### config.mk
export PLATFORM = sky130hd
export DESIGN_NAME = relu_cell
export DESIGN_NICKNAME = d
export VERILOG_FILES = /design/src/rtl/relu_cell.sv
export SDC_FILE = /design/constraint.sdc
export NUM_CORES = 1
export LEC_CHECK = 0
export CORE_UTILIZATION = 44
export CTS_CLUSTER_DIAMETER = 50
export DETAILED_ROUTE_END_ITERATION = 12
export GPL_ROUTABILITY_DRIVEN = 0
export PLACE_DENSITY_LB_ADDON = 0.3
export SETUP_SLACK_MARGIN = 0.4
export SLEW_MARGIN = 10
export SYNTH_ARGS = -nofsm -noshare
export SYNTH_HDL_FRONTEND = slang
export SYNTH_SLANG_ARGS = --single-unit
### constraint.sdc
create_clock -name clk -period 2.5 [get_ports clk]
set_clock_uncertainty 0.2 [all_clocks]
set_input_delay 0.25 -clock clk [delete_from_list [all_inputs] [get_ports clk]]
set_output_delay 0.25 -clock clk [all_outputs]
set_load 0.03 [all_outputs]
### src/rtl/relu_cell.sv
// ---------------------------------------------------------------------------
// relu_cell
//
// Output stage of a processing-cell chain. Each cycle it may receive one
// signed accumulator result, applies ReLU (negative -> 0), narrows the
// result to DATA_WIDTH bits and tags it with a cyclic cell index
// 0 .. CELL_AMOUNT-1. Every output is a flop, so latency is exactly one
// cycle and there is no combinational input-to-output path.
//
// Optional feature macro: RELU_CELL_SATURATE_EN
//   defined   : positive results above 2^DATA_WIDTH-1 clamp to all ones
//   undefined : positive results are truncated to their low DATA_WIDTH bits
//   Negative results give 0 either way; timing and indexing are unaffected.
//
// Ports:
//   clk            in   1               rising-edge clock
//   rst_n          in   1               asynchronous, active-low reset
//   input_result   in   RESULT_WIDTH+1  [RESULT_WIDTH] = valid,
//                                       [RESULT_WIDTH-1:0] = signed result
//   output_index   out  DATA_WIDTH      cell index of the current output
//   output_value   out  DATA_WIDTH      ReLU-ed, narrowed value
//   output_enable  out  1               output valid strobe
//
// Handshake: valid-only. A result is accepted on every edge where its valid
// bit is 1 (there is no ready / back-pressure); output_enable marks the
// cycle in which the matching output is presented, one cycle later.
// ---------------------------------------------------------------------------
module relu_cell #(
    parameter int DATA_WIDTH   = 32,
    parameter int RESULT_WIDTH = 64,
    parameter int CELL_AMOUNT  = 2
) (
    input  logic                    clk,
    input  logic                    rst_n,
    input  logic [RESULT_WIDTH:0]   input_result,
    output logic [DATA_WIDTH-1:0]   output_index,
    output logic [DATA_WIDTH-1:0]   output_value,
    output logic                    output_enable
);

`ifdef RELU_CELL_SATURATE_EN
    localparam bit SATURATE = 1'b1;
`else
    localparam bit SATURATE = 1'b0;
`endif

    // Working width wide enough for either the result or the output, so the
    // narrowing logic works whether RESULT_WIDTH is larger or smaller.
    localparam int EXT_W = (RESULT_WIDTH > DATA_WIDTH) ? RESULT_WIDTH : DATA_WIDTH;

    localparam logic [DATA_WIDTH-1:0] LAST_IDX = DATA_WIDTH'(CELL_AMOUNT - 1);

    logic                    w_valid;
    logic                    w_negative;
    logic [EXT_W-1:0]        w_mag;
    logic                    w_over;
    logic [DATA_WIDTH-1:0]   w_narrow;
    logic [DATA_WIDTH-1:0]   w_relu;

    logic [DATA_WIDTH-1:0]   r_idx;
    logic [DATA_WIDTH-1:0]   r_index;
    logic [DATA_WIDTH-1:0]   r_value;
    logic                    r_enable;

    assign w_valid    = input_result[RESULT_WIDTH];
    assign w_negative = input_result[RESULT_WIDTH-1];

    // Zero-extension is safe: the magnitude is only used when the result is
    // non-negative, in which case the sign bit is already 0.
    assign w_mag    = EXT_W'(input_result[RESULT_WIDTH-1:0]);
    assign w_over   = |(w_mag >> DATA_WIDTH);
    assign w_narrow = (SATURATE && w_over) ? {DATA_WIDTH{1'b1}} : w_mag[DATA_WIDTH-1:0];
    assign w_relu   = w_negative ? '0 : w_narrow;

    always_ff @(posedge clk or negedge rst_n) begin
        if (!rst_n) begin
            r_idx    <= '0;
            r_index  <= '0;
            r_value  <= '0;
            r_enable <= 1'b0;
        end else if (w_valid) begin
            r_enable <= 1'b1;
            r_index  <= r_idx;
            r_value  <= w_relu;
            r_idx    <= (r_idx == LAST_IDX) ? '0 : r_idx + DATA_WIDTH'(1);
        end else begin
            // Idle cycle: outputs clear, but the cell position is kept so the
            // next valid result continues the rotation.
            r_enable <= 1'b0;
            r_index  <= '0;
            r_value  <= '0;
        end
    end

    assign output_index  = r_index;
    assign output_value  = r_value;
    assign output_enable = r_enable;

endmodule

=== Word level (Yosys, flattened, before mapping) ===
Cells that the tools add are included.

* Bitwise operators: 0
* Magnitude comparators: 0
* Multipliers: 0
* Mux-type cells: 5
* Shift operators: 0
* Eq/ne operators: 1
* Add/subtract/negate cells: 1
* Div/mod/pow operators: 0
* Reductions and logical operators: 0

{| class="wikitable"
|+ Operator list
! operator !! number
|-
| $mux 32 || 4
|-
| $add 32x1->32 const B || 1
|-
| $eq 32x1->1 const B || 1
|-
| $mux 1 || 1
|}

* Memories kept: 0
* Word-level logic and storage cells: 11
* Output and inout bits: 65
* Bits of input ports: 67
* Register bits after elaboration: 97
* RAM bits: 0
* Memory bits (read-only): 0
* Latch bits: 0

=== Logic depth before layout (Yosys ltp) ===
* Word-level depth: 2
* Gate-level depth with buffers: 6
* Mapped depth without buffers: 6

=== Least setup slack after synthesis ===
No wires, ideal clock.

* Kind: flip-flop to flip-flop
* From: reg r_idx[0]
* To: reg r_idx[26]
* Path buffers: 1
* Cell stages (with the launch flop): 7
* Slack: 0.543 ns
* Data arrival time: 1.678 ns
* Library setup time: 0.079 ns
* Data required time: 2.221 ns
* Period minus slack after synthesis: 1.957 ns
* Path through: dfrtp_1 > ha_1 > nand4_1 > or3_1 > buf_2 > nor3b_1 > xor2_1

* Cells in the longest elaborated chain, start to end: 2
* Elaborated cells between the ends (all ways): 3
* Classes of those cells: 1 x add/sub; 1 x eq/ne; 1 x mux

{| class="wikitable"
|+ Ends and longest elaborated chain
! what !! RTL line !! source
|-
| start, declared || 60 || <nowiki>logic [DATA_WIDTH-1:0] r_idx;</nowiki>
|-
| start signal, assigned || 85 || <nowiki>r_idx <= (r_idx == LAST_IDX) ? '0 : r_idx + DATA_WIDTH'(1);</nowiki>
|-
| $add 32x1->32 or $eq 32x1->1 (tied branches) || 85 ||
|-
| $mux 32 (*) || 85 ||
|}

Every way passes the cells marked *; elsewhere a longest branch is shown, timed or not.
A chain may end at the register's enable or synchronous reset.

=== Final worst setup path ===
* From: reg r_idx[5]
* To: reg r_idx[19]

The elaborated chain is that of the path after synthesis.

==> metrics.txt <==
status=complete, no violations; Max-slew headroom=0.664; period utilization=0.798; antenna viol nets, final=0; Mapped Avg Cell Area=12.9 sq um; crit path buf inv count=0; clock tree buffer depth=2; Comb power frac=0.122; Cell variety after synth=34; LEAKAGE=2.34 nW; fmax=0.501 GHz; Ys Warns=0; diode count=0; Post-Syn Area=3640 sq um; sw power=0.000796 W; top post-synthesis cells by area=dfrtp_1 67%, and2_1 11%, xor2_1 4.3%, xnor2_1 2.6%, nand4_1 1.2%; sw frac=0.249; worst-margin pin slew=0.503 ns; DIE AREA=8630 sq um; post-layout util=0.640; crit path cell chain=nand4_2 > or4_4 > nor3_1 > xor2_1; GR peak layer=met2; pre-CTS WS=0.204 ns; final hold violations=0; Rows=32; CTS Buf Count=9; register area share after synthesis=0.667; hold slack=0.211 ns; Post-synth ARST share=1.00; Max VDD drop=0.343 mV; Multi-input gate area=1140 sq um; clock sink count=97; initial antenna violation count=0; H-tree Lvls=3; Crit-path slowest cell=or4_4; worst skew pair latency=0.35 ns; IO Pins=132; largest net degree at the start of global routing=41; Post-synth top flop=dfrtp_1; Hold WC Path Type=input port to asynchronous set/reset pin; Initial Utilization=0.463; Via density=4.84; max_cap viols=0; share of post-route cells with drive strength above 1=0.0937; arrival time worst endpoint=2.07 ns; Design Power=0.00320 W; min Tclk post-route=2.00 ns; Cell Pwr Density=637 nW/um^2; Seq. cell area=2430 sq um; total negative slack=0 ns; first-pass GRT wire length=11600 um; delay-heaviest family, CP=simple AND/OR/NAND/NOR gates; top-count cell post-synth=dfrtp_1; Routed WL per cell=14.2 um; WP data required=2.58 ns; Core Box Area=7850 sq um; worst-path fanout max=10; TritonCTS clock tree=built; met3 Use GR=0.0304; Worst-path clk slew=0.09 ns; register bit total from synthesis=97; GRT Total Usage=0.179; Worst Setup End Kind=register; Internal=0.00240 W; max-slew violations=0; area share of the largest cell type after synthesis=0.667; unrepaired setup endpoints after global routing=false; Clk network pwr share=0.340; met2 Use GR=0.287; Post-synth EDFFs=0; via count=2406; Startpoint Class=register; DIE WIDTH=92.9 um; Port Buffers=100; Final nets=459; initial detailed-routing violation count=109; drt pass-1 iters=4; sequential share of power=0.538; Post-synth top cells=97 x dfrtp_1, 64 x and2_1, 18 x xor2_1; critical path's largest stage delay=0.66 ns; vias in the first global route=2402; DP Wirelength=4940 um; Synth Instances=281; Residual DRC=0; met1 Use GR=0.233; post-route setup slack=0.504 ns; Setup violations, final=0; Total Wirelength=7080 um; CP Class=register to register; Fillers=618; Net Count, Synth=350; Die Span Y=92.9 um; P&R area growth vs syn=38.0%; post-synth top area cell=dfrtp_1; root buffer selected by CTS=clkbuf_8; GR Overflow Total=0
[worst reg2reg max path: cells and delay by family (launching register included)]
| kind | cells | cell delay [ns] |
|---|---|---|
| flops | 1 | 0.48 |
| xor+xnor | 1 | 0.18 |
| simple gates | 3 | 1.06 |
[per-layer routing]
layer | wire [um] | up-vias
met5 | 0 | -
met4 | 136 | 0
met3 | 384 | 9
met2 | 3400 | 93
met1 | 3160 | 1175
li1 | - | 1129
[metrics by stage]
step	cells	cell area, sq um
finish	497	5020
global placement	479	4770
floorplan	281	3640
global route	497	5020
CTS	496	5000
detailed placement	479	4770
[cell families after synthesis]
kind of cell | Yosys count | share of synthesized area
buffers and inverters | 17 | 0.0210
AO/OA/AOI/OAI | 3 | 0.00447
adder cells (fa/ha/maj) | 2 | 0.00688
XOR/XNOR | 29 | 0.0698
flip-flops | 97 | 0.667
multiplexers | 1 | 0.00275
AND/OR/NAND/NOR | 132 | 0.228
[power groups by stage]
stage | Combinational [W] | Sequential [W] | Clock, W
final | 0.000390 | 0.00172 | 0.00109
after global routing | 0.000424 | 0.00173 | 0.00119
after CTS | 0.000398 | 0.00172 | 0.00112
after detailed placement | 0.000394 | 0.00175 | 0
after global placement | 0.000390 | 0.00175 | 0
after floorplan | 0.000121 | 0.00181 | 0
[state kept, by name, summed over array words and instances (netlist names)]
register / count
output_enable: 1
output_index: 32
output_value: 32
r_idx: 32
[path summary, 6_finish.rpt]
check / from / to / slack (ns) / cells past startpoint
worst max-delay path: r_idx[5]$_DFFE_PN0P_ / r_idx[19]$_DFFE_PN0P_ / 0.50 / 4
worst min-delay path: rst_n / output_value[11]$_DFF_PN0_ / 0.21 / 2
worst max register to register: r_idx[5]$_DFFE_PN0P_ / r_idx[19]$_DFFE_PN0P_ / 0.50 / 4
worst min register to register: r_idx[31]$_DFFE_PN0P_ / r_idx[31]$_DFFE_PN0P_ / 0.31 / 1
max in group asynchronous: rst_n / output_value[8]$_DFF_PN0_ / 1.21 / 3
min in group clk: input_result[21] / output_value[21]$_DFF_PN0_ / 0.24 / 2
[cells in the final DEF (no fill, tap or decap), types with 2 or more instances in the layout]
cell,instances
clkinvlp_4,3
xor2_1,18
and4_1,2
clkbuf_8,9
and2_1,64
nor3_2,3
bufinv_16,2
nand2_1,10
nand3_1,6
nand4_1,7
nor2_1,9
nor4_2,2
ha_1,2
o21ai_0,2
dfrtp_1,96
nor2b_1,3
inv_1,7
buf_4,7
clkdlybuf4s50_1,99
nor3_1,6
xnor2_1,11
and3_1,3
nor4_1,6
[area by class of cell]
type,count,share of cell area
well taps,102,0.0254
clock inverters,6,0.0182
flip-flops and latches,97,0.484
inverters,7,0.00524
multi-input cells,167,0.228
repair buffers,108,0.214
clock buffers,10,0.0254
[timing repair]
action	CTS	global route
buffers inserted	0	1
pin swaps	0	1
endpoints found under the hold margin	38	0
gates resized for setup	1	2
setup endpoints to repair	1	8
hold buffers	1	0
No activity file was read; power rests on OpenSTA's default activity.
